<file path="src/rtl/ex_mem_elastic.sv">
// ex_mem_elastic: elastic EX/MEM pipeline register, 2-entry (main + skid) with flush, bubble gating and stall counter
// Clk/Reset/Flush: falling-edge clock, sync active-high reset, squash of held entries
// E_*: EX-side payload with E_Valid/E_Ready handshake
// M_*: MEM-side payload of main entry with M_Valid/M_Ready handshake; M_Rw, M_Ctrl, M_Overflow zeroed on a bubble
// Stall_Cnt: saturating count of edges where MEM held back a valid entry
module ex_mem_elastic #(
  parameter int DATA_W = 32,
  parameter int RW_W   = 5,
  parameter int CTRL_W = 4,
  parameter int CNT_W  = 16
) (
  input  logic              Clk,
  input  logic              Reset,
  input  logic              Flush,
  input  logic              E_Valid,
  output logic              E_Ready,
  input  logic [DATA_W-1:0] E_Jtarg,
  input  logic [DATA_W-1:0] E_Btarg,
  input  logic [DATA_W-1:0] E_ALUout,
  input  logic [DATA_W-1:0] E_busB,
  input  logic              E_Zero,
  input  logic              E_Overflow,
  input  logic [RW_W-1:0]   E_Rw,
  input  logic [CTRL_W-1:0] E_Ctrl,
  output logic              M_Valid,
  input  logic              M_Ready,
  output logic [DATA_W-1:0] M_Jtarg,
  output logic [DATA_W-1:0] M_Btarg,
  output logic [DATA_W-1:0] M_ALUout,
  output logic [DATA_W-1:0] M_busB,
  output logic              M_Zero,
  output logic              M_Overflow,
  output logic [RW_W-1:0]   M_Rw,
  output logic [CTRL_W-1:0] M_Ctrl,
  output logic [CNT_W-1:0]  Stall_Cnt
);
  localparam int PW = 4*DATA_W + 2 + RW_W + CTRL_W;
  logic [PW-1:0] in_p, main_q, main_d, skid_q, skid_d;
  logic main_v_q, main_v_d, skid_v_q, skid_v_d;
  logic [CNT_W-1:0] cnt_q, cnt_d;
  logic push, pop, load_main, m_ovf;
  logic [RW_W-1:0] m_rw;
  logic [CTRL_W-1:0] m_ctl;
  assign in_p = {E_Jtarg, E_Btarg, E_ALUout, E_busB, E_Zero, E_Overflow, E_Rw, E_Ctrl};
  assign E_Ready = !skid_v_q;
  assign push = E_Valid & E_Ready;
  assign pop = main_v_q & M_Ready;
  // main is refilled whenever it is free this edge; skid has priority to keep FIFO order
  assign load_main = !main_v_q | pop;
  always_comb begin
    main_v_d = load_main ? (skid_v_q | push) : 1'b1;
    main_d = (load_main & (skid_v_q | push)) ? (skid_v_q ? skid_q : in_p) : main_q;
    skid_v_d = skid_v_q ? !pop : (push & !load_main);
    skid_d = (push & !load_main) ? in_p : skid_q;
    cnt_d = (main_v_q & !M_Ready & !(&cnt_q)) ? cnt_q + 1'b1 : cnt_q;
  end
  always_ff @(negedge Clk) begin
    if (Reset) begin
      main_v_q <= 1'b0;
      skid_v_q <= 1'b0;
      main_q <= '0;
      skid_q <= '0;
      cnt_q <= '0;
    end else if (Flush) begin
      main_v_q <= 1'b0;
      skid_v_q <= 1'b0;
    end else begin
      main_v_q <= main_v_d;
      skid_v_q <= skid_v_d;
      main_q <= main_d;
      skid_q <= skid_d;
      cnt_q <= cnt_d;
    end
  end
  assign {M_Jtarg, M_Btarg, M_ALUout, M_busB, M_Zero, m_ovf, m_rw, m_ctl} = main_q;
  assign M_Valid = main_v_q;
  assign M_Overflow = main_v_q ? m_ovf : 1'b0;
  assign M_Rw = main_v_q ? m_rw : '0;
  assign M_Ctrl = main_v_q ? m_ctl : '0;
  assign Stall_Cnt = cnt_q;
endmodule

</file>
<file path="config.mk">
export PLATFORM = sky130hd
export DESIGN_NAME = ex_mem_elastic
export DESIGN_NICKNAME = d
export VERILOG_FILES = /design/src/rtl/ex_mem_elastic.sv
export SDC_FILE = /design/constraint.sdc
export NUM_CORES = 1
export LEC_CHECK = 0
export BUFFER_PORTS_ARGS = -buffer_cell sky130_fd_sc_hd__buf_2
export CORE_ASPECT_RATIO = 1.1
export CORE_UTILIZATION = 49
export DETAILED_ROUTE_END_ITERATION = 10
export PLACE_DENSITY_LB_ADDON = 0.3
export SLEW_MARGIN = 20
export SYNTH_ARGS = -nofsm -noshare
export SYNTH_HDL_FRONTEND = slang
export SYNTH_SLANG_ARGS = --single-unit
export TNS_END_PERCENT = 1
</file>
<file path="constraint.sdc">
create_clock -name Clk -period 1.73 [get_ports Clk]
set_clock_uncertainty 0.05 [all_clocks]
set_input_delay 0.0865 -clock Clk [delete_from_list [all_inputs] [get_ports Clk]]
set_output_delay 0.0865 -clock Clk [all_outputs]
set_load 0.01 [all_outputs]
</file>
# Yosys cells after proc, flatten, opt, wreduce, memory -nomap -nowiden
# Cells that the tools add are included.
word_totals:
  reg_bits: 296
  in_bits: 144
  output_inout_bits: 157
  wordCells: 32
op_classes:
  add_sub_neg: 1
  muxes: 6
  bitwise: 9
  n_reduce_logical: 11
op_table:
  columns: ["op", "n"]
  rows:
  - ["$mux W139", 1]
  - ["$add A16 B1 Y16 const B", 1]
  - ["$reduce_and A16 Y1", 1]
  - ["$and A1 B1 Y1", 6]
  - ["$logic_not A1 Y1", 6]
  - ["$reduce_and A2 Y1", 3]
  - ["$mux W5", 1]
  - ["$mux W4", 1]
  - ["$mux W1", 3]
  - ["$or A1 B1 Y1", 2]
  - ["$reduce_or A2 Y1", 1]
  - ["$not A1 Y1", 1]

# Longest topological paths before layout
# Gate-level depths: netlist (run 1).
logic_depth:
  ltp_word: 5
  mapped_depth: 8
  mapped_depth_nobuf: 5

==> impl_metrics.ini, run 1 <==
[logic_synthesis]
netlist_area_sq_um = 12700
synth-edff-count = 0
synthCells = 1470
postSynth.asyncResetShare_pct = 0
yosysTopAreaCell = dfxtp_1
yosys-top-cells-area = dfxtp_1 (47%), mux2i_1 (11%), a211oi_1 (8.4%)
synthesis.nets = 1615
yosysUniqueCellTypes = 37
synth_top_area_share_pct = 46.5
ys_warn_count = 0
synth_flop_cell = dfxtp_1
ys_seq_area_share_pct = 46.5
ys_seq_elements = 296
post_synth.cell_area_avg_sq_um = 8.67

[global_routing]
grt_overflow = 0
antenna_found_initial = 1
grt.total_usage_pct = 24.9
grt_max_degree = 97
grt_pass1_vias = 12076
grt_pass1_wl_mm = 54.8

[sta]
worst_slack_ns = -0.607
final.setup.tns_ns = -53.39
max_slew.worst_pin.slew_ns = 0.837
hold_violations = 0
setup_viol = 237
rsz0062_at_grt = true
holdWs_ns = 0.396
slew_headroom_pct = 44.2
drv_slew = 0

[clocking]
cts_made_buffers = 31
post_cts_buffers = 0
post_cts_hold_buffer_count = 0
cts_buffer_depth = 3
htree_levels = 1
cts_sinks = 296
cts_tree = yes
clk_transition_reported_paths_ns = 0.03
worstSkewPairLatency_ns = 0.61
cts-root-buf = clkbuf_16

[detailed_routing]
post_drt_wl_per_cell_um = 15.0
ant_nets = 0
route.vias.total = 11892
drcViolationCount = 0
first_pass_iters = 5
avgViaCountPerCell = 5.17
initialDrtViolationCount = 632
wirelength_mm = 34.5

[min_path]
hold_path_class = register to register

[critical_path]
rrSetupSlack_ns = -0.08
slowest_delay_ns = 0.33
cp.depth = 3
critPathBufInv = 2
worst-path-max-fanout = 10
arrival_ns = 2.20
critPathTopFamily = flip-flops
cp_cell_sequence = buf_12, and2_1, buf_6
required_ns = 1.59
cp-endpoint = M_Rw[0]
crit_start = M_Valid
r2r-end = main_q[51]
slowest_stage = dfxtp_2
cp-end-kind = primary output
reg2regPathDepth = 7
start_kind = register
critPathKind = register to primary output
worst_r2r_startpoint = M_Valid

[die]
coreArea_sq_um = 25400
die_area_sq_um = 26700
initial_core_util_pct = 50.1
rows = 61
io_pins = 301
die_w_um = 156
fp.dieH_um = 171

[power]
power_density_nw_per_um2 = 1070
ir_drop_mv = 0.866
power.leakage_nw = 7.71

[placed_design]
hpwl_mm = 20.4
routabilityCongestion = 0.849
dp_slack_ns = -0.689
io_buffers = 300

[cells_and_area]
nNetsFinal = 2076
syn_to_final_growth_pct = 38.7
fin_util_pct = 69.5
final_cell_mix = inv_1 (308), nand2_1 (285), buf_6 (159)
drive_gt1_share_pct = 30.9
final_common_cell = inv_1

[run_status]
violations = setup timing
status = complete, but fails checks

[job]
maxCapViolCount = 0
per-layer routing:
metal / part of all wire, % / GRT usage, % / vias to the layer above
met5: 0 / 0 / -
met4: 3.2 / 15.2 / 0
met3: 6.6 / 9.27 / 90
met2: 51 / 42.1 / 397
met1: 40 / 26.3 / 5577
li1: - / - / 5828
flip-flops by register name (all words and copies together), names as in the netlist:
name and count:
M_Valid 1, Stall_Cnt 16, main_q 139, skid_q 139, skid_v_q 1
through the flow:
stage	area [sq um]	instances	power, mW
finish	17700	2302	19.0
global route	17700	2302	20.2
CTS	17600	2301	19.2
detailed placement	14200	1949	9.87
global placement	14200	1949	9.83
floorplan	12800	1470	9.42
cells in the mapped netlist (3+ instances only):
library cell  instances
buf_4               138
inv_1                 4
nand4_1               3
dfxtp_1             296
clkbuf_1             66
and3_1                3
nor3_1                5
and2_1               11
nand3_1               4
buf_2                34
or4_1                 4
a211oi_1            143
nor2b_1               3
nand2_1             285
mux2i_1             140
a21oi_1             152
o31ai_1               5
nor2_1              148
kinds of logic (layout without fill, tap and decap cells):
family	count (synthesis)	after routing	share of synthesized area, %
flip-flops	296	296	46.5
multiplexers	144	144	11.4
AND/OR/NAND/NOR	480	480	15.4
other	0	1	0
buffers and inverters	244	729	11.6
adder cells (fa/ha/maj)	1	1	0.0982
AO/OA/AOI/OAI	305	305	15.0
tightest hold or removal path: cells and delay by family, from the launching register on:
family | cells | cell delay, ns
AOI/OAI and AO/OA | 1 | 0.05
DFF | 1 | 0.30
and+or+nand+nor | 1 | 0.05
where the power goes:
group / internal, mW / total [mW] / switching (mW) / leakage, nW
combinational: 0.911 / 1.76 / 0.849 / 3.11
sequential: 7.16 / 7.35 / 0.193 / 2.47
clock: 5.21 / 9.87 / 4.66 / 2.13
total: 13.3 / 19.0 / 5.70 / 7.71
final cells by class:
type / count / area (sq um)
flip-flops and latches: 296 / 6150
diodes: 1 / 2.50
multi-input cells: 930 / 5480
fillers: 1920 / 7740
well taps: 346 / 433
inverters: 3 / 13.8
repair buffers: 373 / 3410
clock buffers: 31 / 776
clock inverters: 322 / 1410
repair_timing:
action,4_1_cts,5_1_grt
endpoints found under the setup margin,409,440
pin swaps,21,15
gates resized for setup,325,30
how the worst min path moves through the flow:
stage / start / endpoint / slack, ns / cells after the start
floorplan: skid_q[0] / skid_q[0] / 0.39 / 2
global placement: skid_q[137] / skid_q[137] / 0.39 / 2
detailed placement: skid_q[41] / skid_q[41] / 0.39 / 2
CTS: skid_q[41] / skid_q[41] / 0.40 / 2
global route: skid_q[40] / skid_q[40] / 0.41 / 2
finish: skid_q[92] / skid_q[92] / 0.40 / 2
Note: power is estimated with default switching activity, not from simulation.
==> run 2, diff against run 1 <==
--- a/config.mk
+++ b/config.mk
@@ -5,10 +5,10 @@
 export SDC_FILE = /design/constraint.sdc
 export NUM_CORES = 1
 export LEC_CHECK = 0
-export BUFFER_PORTS_ARGS = -buffer_cell sky130_fd_sc_hd__buf_2
 export CORE_ASPECT_RATIO = 1.1
-export CORE_UTILIZATION = 49
+export CORE_UTILIZATION = 57
 export DETAILED_ROUTE_END_ITERATION = 10
+export DONT_BUFFER_PORTS = 1
 export PLACE_DENSITY_LB_ADDON = 0.3
 export SLEW_MARGIN = 20
 export SYNTH_ARGS = -nofsm -noshare
==> impl_metrics.ini, run 2 (synthesized netlist as in run 1, its figures left out) <==
[critical_path]
slowest_stage = dfxtp_2
critPathTopFamily = flip-flops
cp-end-kind = primary output
required_ns = 1.59
critPathKind = register to primary output
worst-path-max-fanout = 10
cp_cell_sequence = buf_12, and2_4
slowest_delay_ns = 0.34
critPathBufInv = 1
start_kind = register
arrival_ns = 2.10

[die]
die_area_sq_um = 23000
io_pins = 301
coreArea_sq_um = 22000
initial_core_util_pct = 57.8
rows = 57
fp.dieH_um = 159
die_w_um = 145

[cells_and_area]
drive_gt1_share_pct = 18.2
diodes = 0
nFillCells = 1761
multi_input_area_sq_um = 5480
nNetsFinal = 1766
final_common_cell = inv_1
final_cells = 1936
final_cell_mix = inv_1 (302), nand2_1 (284), a21oi_1 (151)
syn_to_final_growth_pct = 17.9
regArea_sq_um = 6310

[detailed_routing]
initialDrtViolationCount = 420
first_pass_iters = 5
drcViolationCount = 0
route.vias.total = 10544
wirelength_mm = 30.7
post_drt_wl_per_cell_um = 15.9
ant_nets = 0
avgViaCountPerCell = 5.45

[sta]
worst_slack_ns = -0.504
setup_viol = 266
hold_violations = 0
drv_slew = 0
holdWs_ns = 0.390
slew_headroom_pct = 54.5
rsz0062_at_grt = true
max_slew.worst_pin.slew_ns = 0.683

[run_status]
violations = setup timing
status = complete, but fails checks

[power]
ir_drop_mv = 0.846
power_density_nw_per_um2 = 1170
p_total_mw = 17.6
power.leakage_nw = 6.08

[clocking]
cts_buffer_depth = 3
cts-root-buf = clkbuf_16
cts_sinks = 296
clk_transition_reported_paths_ns = 0.04
htree_levels = 1
worstSkewPairLatency_ns = 0.61
post_cts_hold_buffer_count = 0
cts_made_buffers = 31
cts_tree = yes

[min_path]
hold_path_class = primary input to register

[global_routing]
grt_overflow = 0
grt_pass1_vias = 10858
grt_pass1_wl_mm = 47.8
grt_max_degree = 302
grt.total_usage_pct = 25.4
antenna_found_initial = 0

[placed_design]
io_buffers = 0
routabilityCongestion = 0.820
hpwl_mm = 17.5
dp_slack_ns = -0.538
dpl.cell_count = 1588

[job]
maxCapViolCount = 0
==> run 2: cell types whose count changed in the layout (fill, tap and decap cells not counted), sizes merged <==
cell | before | now
buf | 373 | 63
diode | 1 | 0
clkinvlp | 5 | 8
bufinv | 7 | 5
inv | 313 | 308
==> run 2: cell type report <==
class | instances | share of cell area [%]
tap | 295 | 2.46
inverter | 3 | 0.0999
clock inverter | 318 | 8.99
sequential | 296 | 42.0
timing repair buffer | 63 | 4.82
multi-input combinational | 930 | 36.4
clock buffer | 31 | 5.16
==> run 2: repair_timing <==
action / in CTS / in global routing
resized for setup: 208 / 66
pin swaps: 9 / 37
setup endpoints to repair: 401 / 445
setup buffers: 0 / 0
==> run 2: path summary, 6_finish.rpt <==
kind | startpoint | end | slack (ns) | cells after the start
setup / recovery | M_Valid | M_Overflow | -0.50 | 2
hold / removal | Reset | Stall_Cnt[7] | 0.39 | 1
setup reg to reg | M_Valid | main_q[101] | -0.13 | 7
hold reg to reg | skid_q[10] | skid_q[10] | 0.40 | 2
==> run 2: layer usage <==
layer / track usage, % / vias to the layer above / wire, um
li1: - / 5199 / -
met1: 23.4 / 4910 / 11100
met2: 41.2 / 347 / 15000
met3: 14.7 / 88 / 3270
met4: 18.1 / 0 / 1320
met5: 0 / - / 0
==> run 2: per-stage QoR <==
stage | area, sq um | setup TNS, ns | util (%)
final | 15000 | -43.12 | 68.2
after global routing | 15000 | -71.21 | 68.2
after CTS | 14800 | -45.65 | 67.3
after detailed placement | 12300 | -131.23 | 56.0
after global placement | 12300 | -121.46 | 56.0
after floorplan | 12800 | -107.73 | -
==> run 2: where the power goes <==
group | switching [mW] | internal (mW) | total [mW]
clock network | 4.57 | 4.90 | 9.47
logic | 0.406 | 0.356 | 0.762
registers | 0.291 | 7.12 | 7.41
total | 5.26 | 12.4 | 17.6
